==> src/rtl/mem_pkg.sv <==
// Shared definitions for the MEM stage: size encodings, FSM states and
// the byte-lane helpers used by both the stage and the memory wrapper.
package mem_pkg;

    localparam logic [1:0] SZ_BYTE = 2'b00;
    localparam logic [1:0] SZ_HALF = 2'b01;
    localparam logic [1:0] SZ_WORD = 2'b10;

    typedef enum logic {
        ST_IDLE = 1'b0,
        ST_WAIT = 1'b1
    } mem_state_t;

    // Reserved size 2'b11 behaves as a word everywhere.
    function automatic logic is_misaligned(input logic [1:0] size, input logic [1:0] lo);
        logic mis;
        mis = 1'b0;
        case (size)
            SZ_BYTE: mis = 1'b0;
            SZ_HALF: mis = lo[0];
            default: mis = (lo != 2'b00);
        endcase
        return mis;
    endfunction

    function automatic logic [3:0] byte_enable(input logic [1:0] size, input logic [1:0] lo);
        logic [3:0] be;
        be = 4'b1111;
        case (size)
            SZ_BYTE: be = 4'b0001 << lo;
            SZ_HALF: be = lo[1] ? 4'b1100 : 4'b0011;
            default: be = 4'b1111;
        endcase
        return be;
    endfunction

    function automatic logic [31:0] store_align(input logic [31:0] data, input logic [1:0] size);
        logic [31:0] w;
        w = data;
        case (size)
            SZ_BYTE: w = {4{data[7:0]}};
            SZ_HALF: w = {2{data[15:0]}};
            default: w = data;
        endcase
        return w;
    endfunction

    function automatic logic [31:0] load_extract(input logic [31:0] word, input logic [1:0] size,
                                                 input logic [1:0] lo, input logic uns);
        logic [7:0]  b;
        logic [15:0] h;
        logic [31:0] r;
        case (lo)
            2'd0:    b = word[7:0];
            2'd1:    b = word[15:8];
            2'd2:    b = word[23:16];
            default: b = word[31:24];
        endcase
        h = lo[1] ? word[31:16] : word[15:0];
        case (size)
            SZ_BYTE: r = uns ? {24'b0, b} : {{24{b[7]}}, b};
            SZ_HALF: r = uns ? {16'b0, h} : {{16{h[15]}}, h};
            default: r = word;
        endcase
        return r;
    endfunction

endpackage

==> src/rtl/data_mem_be.sv <==
// DEPTH x 32 memory with per-byte write enables and asynchronous read.
// Contents are deliberately not reset.
module data_mem_be #(
    parameter int DEPTH = 128,
    parameter int IDX_W = $clog2(DEPTH)
) (
    input  logic             clk,
    input  logic             we,
    input  logic [3:0]       be,
    input  logic [IDX_W-1:0] addr,
    input  logic [31:0]      wdata,
    output logic [31:0]      rdata
);

    logic [31:0] mem [DEPTH];

    always_ff @(posedge clk) begin
        if (we) begin
            for (int i = 0; i < 4; i++) begin
                if (be[i]) mem[addr][8*i +: 8] <= wdata[8*i +: 8];
            end
        end
    end

    assign rdata = mem[addr];

endmodule

==> src/rtl/mem_stage_param.sv <==
// MEM pipeline stage: byte/half/word loads and stores, configurable read
// latency with a stall toward the hazard unit, registered outputs to WB.
//
//   state   | meaning
//   --------+------------------------------------------------------------
//   IDLE    | accepting a new instruction every cycle
//   WAIT    | load in flight; counter runs down, inputs held by upstream
module mem_stage_param
    import mem_pkg::*;
#(
    parameter int ADDR_W       = 32,
    parameter int DEPTH        = 128,
    parameter int READ_LATENCY = 0,
    parameter int WB_W         = 2
) (
    input  logic              Clk,
    input  logic              Rst_n,
    input  logic              Valid_In,
    input  logic [ADDR_W-1:0] Address_In,
    input  logic [31:0]       Data_In,
    input  logic              MemRead_In,
    input  logic              MemWrite_In,
    input  logic [1:0]        Size_In,
    input  logic              Unsigned_In,
    input  logic [WB_W-1:0]   WBControl_In,
    output logic              Stall_Out,
    output logic              Valid_Out,
    output logic [ADDR_W-1:0] Address_Out,
    output logic [31:0]       Data_Out,
    output logic [WB_W-1:0]   WBControl_Out,
    output logic              Misalign_Out
);

    localparam int         IDX_W = $clog2(DEPTH);
    localparam logic [2:0] LAT   = 3'(READ_LATENCY);

    mem_state_t       state_q, state_d;
    logic [2:0]       cnt_q, cnt_d;
    logic [1:0]       lo;
    logic [IDX_W-1:0] word_idx;
    logic             misalign, do_write, do_read;
    logic [31:0]      rdata, load_data;
    logic             out_load, out_bubble;

    assign lo       = Address_In[1:0];
    assign word_idx = Address_In[IDX_W+1:2];
    assign misalign = Valid_In && (MemRead_In || MemWrite_In) && is_misaligned(Size_In, lo);
    // Write wins over a simultaneous read request.
    assign do_write = Valid_In && MemWrite_In && !misalign && (state_q == ST_IDLE);
    assign do_read  = Valid_In && MemRead_In && !MemWrite_In && !misalign;
    assign load_data = load_extract(rdata, Size_In, lo, Unsigned_In);

    data_mem_be #(.DEPTH(DEPTH)) u_dmem (
        .clk   (Clk),
        .we    (do_write),
        .be    (byte_enable(Size_In, lo)),
        .addr  (word_idx),
        .wdata (store_align(Data_In, Size_In)),
        .rdata (rdata)
    );

    always_ff @(posedge Clk or negedge Rst_n) begin
        if (!Rst_n) begin
            state_q <= ST_IDLE;
            cnt_q   <= 3'd0;
        end else begin
            state_q <= state_d;
            cnt_q   <= cnt_d;
        end
    end

    always_comb begin
        state_d    = state_q;
        cnt_d      = cnt_q;
        Stall_Out  = 1'b0;
        out_load   = 1'b0;
        out_bubble = 1'b0;
        unique case (state_q)
            ST_IDLE: begin
                if (do_read && (READ_LATENCY > 0)) begin
                    state_d    = ST_WAIT;
                    cnt_d      = LAT;
                    Stall_Out  = 1'b1;
                    out_bubble = 1'b1;
                end else begin
                    out_load = 1'b1;
                end
            end
            ST_WAIT: begin
                cnt_d = cnt_q - 3'd1;
                // Last count: stall drops so upstream advances on the capture edge.
                if (cnt_q == 3'd1) begin
                    state_d  = ST_IDLE;
                    out_load = 1'b1;
                end else begin
                    Stall_Out = 1'b1;
                end
            end
            default: state_d = ST_IDLE;
        endcase
    end

    always_ff @(posedge Clk or negedge Rst_n) begin
        if (!Rst_n) begin
            Valid_Out     <= 1'b0;
            Address_Out   <= '0;
            Data_Out      <= 32'd0;
            WBControl_Out <= '0;
            Misalign_Out  <= 1'b0;
        end else if (out_bubble) begin
            Valid_Out     <= 1'b0;
            Address_Out   <= '0;
            Data_Out      <= 32'd0;
            WBControl_Out <= '0;
            Misalign_Out  <= 1'b0;
        end else if (out_load) begin
            Valid_Out     <= Valid_In;
            Address_Out   <= Address_In;
            Data_Out      <= do_read ? load_data : 32'd0;
            WBControl_Out <= Valid_In ? WBControl_In : '0;
            Misalign_Out  <= misalign;
        end
    end

    property p_hold_while_stalled;
        @(posedge Clk) disable iff (!Rst_n)
        Stall_Out |=> $stable({Valid_In, Address_In, Data_In, MemRead_In, MemWrite_In,
                               Size_In, Unsigned_In, WBControl_In});
    endproperty
    a_hold_while_stalled: assert property (p_hold_while_stalled);

endmodule

==> config.mk <==
export PLATFORM = sky130hd
export DESIGN_NAME = mem_stage_param
export DESIGN_NICKNAME = d
export VERILOG_FILES = /design/src/rtl/mem_pkg.sv /design/src/rtl/data_mem_be.sv /design/src/rtl/mem_stage_param.sv
export SDC_FILE = /design/constraint.sdc
export NUM_CORES = 2
export LEC_CHECK = 0
export BUFFER_PORTS_ARGS = -buffer_cell sky130_fd_sc_hd__buf_4
export CAP_MARGIN = 20
export CELL_PAD_IN_SITES_DETAIL_PLACEMENT = 0
export CELL_PAD_IN_SITES_GLOBAL_PLACEMENT = 1
export CORE_MARGIN = 5
export CORE_UTILIZATION = 51
export DETAILED_ROUTE_END_ITERATION = 8
export HOLD_SLACK_MARGIN = 0.08
export PLACE_DENSITY_LB_ADDON = 0.05
export RECOVER_POWER = 25
export SETUP_SLACK_MARGIN = 0.4
export SLEW_MARGIN = 0
export SYNTH_ARGS = -nofsm -noshare
export SYNTH_HDL_FRONTEND = slang
export SYNTH_HIERARCHICAL = 1
export SYNTH_SLANG_ARGS = --single-unit
==> constraint.sdc <==
create_clock -name Clk -period 4.2 [get_ports Clk]
set_input_delay 0.21 -clock Clk [delete_from_list [all_inputs] [get_ports Clk]]
set_output_delay 0.21 -clock Clk [all_outputs]
set_load 0.05 [all_outputs]
# == After elaboration in Yosys (flattened, before gate mapping) ==
# Memories as Yosys holds them, arrays and structs flattened.
# Index checks and enable logic that the tools add are counted.
# word_totals
reg_bits,72
ram_bits,4096
out_inout_bits,69
elab_cells,56
mem_count,1
# memory_table
memory,depth,word_bits,rd,rd_clocked_by_memory_dff,wr,line_no,rtl
u_dmem.mem,128,32,1,0,1,data_mem_be.sv:15,logic [31:0] mem [DEPTH];
# op_classes
add_sub_neg,1
eq_ne,4
shift,1
muxes,27
bitwise_logic,1
n_reduce_logical,14
# op_table
cell,count
$pmux 32 s2,2
$mux 32,3
$pmux 8 s3,1
$mux 16,1
$mux 1,15
$logic_and 1x1->1,8
$pmux 4 s2,1
$eq 2x1->1 const B,2
$logic_not 2->1,2
$mux 4,1
$pmux 1 s2,2
$shl 1x2->4 const A,1
$eq 3x1->1 const B,1
$sub 3x1->3 const B,1
$eq 2x2->1 const B,1
$logic_not 1->1,2
$mux 2,1
$reduce_bool 2->1,1
$logic_or 1x1->1,1
$not 1->1,1

# == Longest topological paths before layout ==
# logic_depth
depth_word,8
mapped_depth,19
ltp_nobuf,11

# == By module ==
# Netlist, hierarchy kept.
# modules_own_cells
module,n_inst,cells_each,area_each_um2,seq_area_each_um2
data_mem_be,1,9568,158046.6,122998.0
mem_stage_param,1,412,3824.9,1801.7

# == Least setup slack after synthesis ==
# OpenSTA, ideal clock, no wires.
# synth_path
path_kind,input to register
start,input Size_In[0]
end,memory u_dmem.mem[0][24] (data pin)
setup_time_ps,1197
arrival_time_ps,5898
required_time_ps,3003
slack_ps,-2895
path_stages,4
path_buffers,2
path_cell_list,buf_4 > clkbuf_1 > mux2i_1 > o21ai_0
# synth_between
elab_chain_len,2
# synth_lines
element,line_no,rtl
start: declaration,mem_stage_param.sv:23,"input logic [1:0] Size_In,"
$eq 2x1->1 / $logic_not 2->1 (equally long branches),mem_pkg.sv:40,case (size)
$pmux 32 s2 *,mem_pkg.sv:40,
end: declaration,data_mem_be.sv:15,
# Every way passes the cells marked *; elsewhere a longest branch is shown, timed or not.

# == Final worst setup path ==
# layout_path
start,input Data_In[6]
end,memory u_dmem.mem[61][22] (data pin)
# layout_between
elab_chain_len,1
# layout_lines
element,line_no,rtl
start: declaration,mem_stage_param.sv:20,"input logic [31:0] Data_In,"
$pmux 32 s2,mem_pkg.sv:40,
# No other way between the ends.

==> results_dict.tcl <==
set metrics [dict create \
    status "finished with violations" \
    violations "capacitance limit, slew limit" \
    core_area_um2 315000 \
    cp-startpoint "Data_In[6]" \
    start_util_pct 51.3 \
    gr-total-overflow 0 \
    io_pins 143 \
    leakage_nw 61.5 \
    dpl.cell_count 14538 \
    cp-start-kind "input pin" \
    hold_path.startpoint "Data_In[12]" \
    cts_buffers 430 \
    synth_async_sr_flop_share_pct 1.73 \
    yosysWarnings 6 \
    whs_path_depth 3 \
    root_buffer "clkbuf_16" \
    drt_pass1_iterations 6 \
    avgSynthCellArea_um2 16.2 \
    yosysSeqAreaShare_pct 77.1 \
    fin_crit_ns 4.03 \
    critPathCaptureType "flop" \
    final.setup_skew_ns 0.0354 \
    die_h_um 573 \
    power.density_nw_per_um2 477 \
    cpMaxStageDelayCell "clkbuf_1" \
    vias 104216 \
    synth_area_leaders "edfxtp_1 (76%), a221oi_1 (3.6%), a22oi_1 (2.7%)" \
    wl_per_cell_um 37.0 \
    cap_violations 25 \
    grt_pass1_vias 99731 \
    gp_congestion 0.918 \
    area.growth.synth_to_final_pct 17.0 \
    path_class "in2reg" \
    worst_ep_required_time_ns 4.93 \
    min_to "u_dmem/mem[84][12]" \
    grt_start_max_net_pins 129 \
    slew_violations 1493 \
    syn_inst 9980 \
    row_count 206 \
    final_cell_mix "edfxtp_1 (4096), buf_4 (958), nor2_1 (820)" \
    synth_cell_types 72 \
    avgViaCountPerCell 6.75 \
    clockBufferDepth 4 \
    drtAntennaViolNets 0 \
    clk_pin_slew_ns 0.06 \
    cts_max_level 5 \
    r2r_start "u_dmem/mem[115][31]" \
    dieArea_um2 329000 \
    dp_hpwl_mm 370 \
    reg2reg_to "Data_Out[25]" \
    r2r_setup_slack_ns 0.36 \
    synth-edff-count 4096 \
    timing.hold.ws_ns 0.133 \
    clock.fmax_mhz 248 \
    max_stage_delay_ns 1.72 \
    drcViolationCount 0 \
    cp_max_fo 64 \
    clock_sinks 4168 \
    ys_ff_latch 4168 \
    worst_pin_slew_ns 3.99 \
    fill_cells 23852 \
    ir_drop_mv 0.370 \
    reg2reg_depth 12 \
    synth_flop_cell "edfxtp_1" \
    cts_tree "done" \
    drtIter0Drc 14668 \
    max_slew_margin_pct -166 \
    synth_top_area_share_pct 76.0 \
    port_buffers 142 \
    grt_pass1_wl_mm 790 \
    final_common_cell "edfxtp_1" \
    fin_crit_sh_pct 95.9 \
    yosysTopAreaCell "edfxtp_1" \
    die_x_um 573 \
    setup_viol 0 \
    synth_area_um2 162000 \
    crit_arrival_ns 4.76 \
    synth.net_count 10056 \
    nNetsFinal 10976 \
    insertion_delay_ns 0.97 \
    min_path_type "in2reg" \
    antenna_found_initial 46 \
    final_cells 15433 \
    totalWireLength_mm 571 \
    drive_gt1_share_pct 18.5 \
    crit_chain "dlygate4sd3_1 -> clkbuf_1 -> mux2_2 -> buf_4" \
    grt_setup_unrepaired "yes" \
    grt_usage_pct 33.9 \
    hold_viol_final 0 \
]
cell families after synthesis:
logic type	Yosys count	share of synthesized area (%)
and+or+nand+nor	1451	3.62
adders and majority gates	2	0.0155
DFF	4168	77.1
AOI/OAI and AO/OA	2940	12.6
xor gates and xnor gates	2	0.0108
buffers and inverters	823	2.32
muxes	594	4.34
area by class of cell:
type                       instances  area [um^2]  area share (%)
multi-input combinational       4989        33900            17.9
antenna                           13         32.5          0.0172
clock inverter                   249         2300            1.22
timing repair buffer            1302        11700            6.16
inverter                           9         53.8          0.0284
tap                             4160         5200            2.75
sequential                      4168       125000            65.9
clock buffer                     543        11400            6.03
sequential cells by signal, summed over array words and instances (netlist names):
| signal | count |
|---|---|
| Valid_Out | 1 |
| WBControl_Out | 2 |
| Misalign_Out | 1 |
| state_q | 1 |
| cnt_q | 3 |
| Data_Out | 32 |
| u_dmem/mem | 4096 |
| Address_Out | 32 |
how the worst max path moves through the flow:
stage               cells after the start            endpoint  slack (ns)
floorplan                              17        Data_Out[20]        0.79
global placement                       16        Data_Out[11]       -0.63
detailed placement                     16        Data_Out[22]       -0.62
CTS                                    11        Data_Out[25]        0.41
global route                            4  u_dmem/mem[45][22]        0.18
finish                                  4  u_dmem/mem[61][22]        0.17
critical path: cells and delay by family:
kind                   cells  cell delay, ns
buffers and inverters      3            2.90
muxes                      1            1.53
report_power, final:
part	internal, mW	switching, mW
Clock	21.6	15.9
Sequential	46.1	0.0293
Combinational	1.94	4.88
Total	69.6	20.8
through the flow:
step                cell area [um^2]  TNS, ns  power, mW  setup WS [ns]  utilization (%)
floorplan                     162000        0       49.9          0.786                -
global placement              175000   -15.11       53.5         -0.626             55.5
detailed placement            175000   -15.22       53.6         -0.619             55.5
CTS                           190000        0       90.6          0.411             60.1
global route                  189000        0       92.7          0.178             60.0
finish                        189000        0       90.4          0.173             60.0
cell usage after synthesis (all sizes together) (26+ instances only):
cell type	count
edfxtp	4096
a22oi	583
a21oi	663
a221oi	659
a211oi	43
nor3	29
o21ai	323
mux2i	341
nor2	835
buf	461
nand2	449
a22o	26
mux4	68
mux2	185
o221ai	41
a221o	38
clkbuf	353
nor2b	50
o22ai	363
o22a	28
dfrtp	72
layer usage:
metal / up-vias / track usage, % / wire (um)
met4: 14 / 12.6 / 26100
met1: 54000 / 48.4 / 223000
met3: 1077 / 7.16 / 64600
met2: 6726 / 51.7 / 258000
met5: - / 0 / 92
li1: 42399 / - / -
repair_timing:
action	CTS	global route
setup endpoints to repair	26	25
hold buffers	85	0
resized for setup	13	22
setup buffers	1	1
gates cloned	0	1
hold endpoints to repair	445	0
pin swaps	2	12
(Power assumes the default switching activity.)
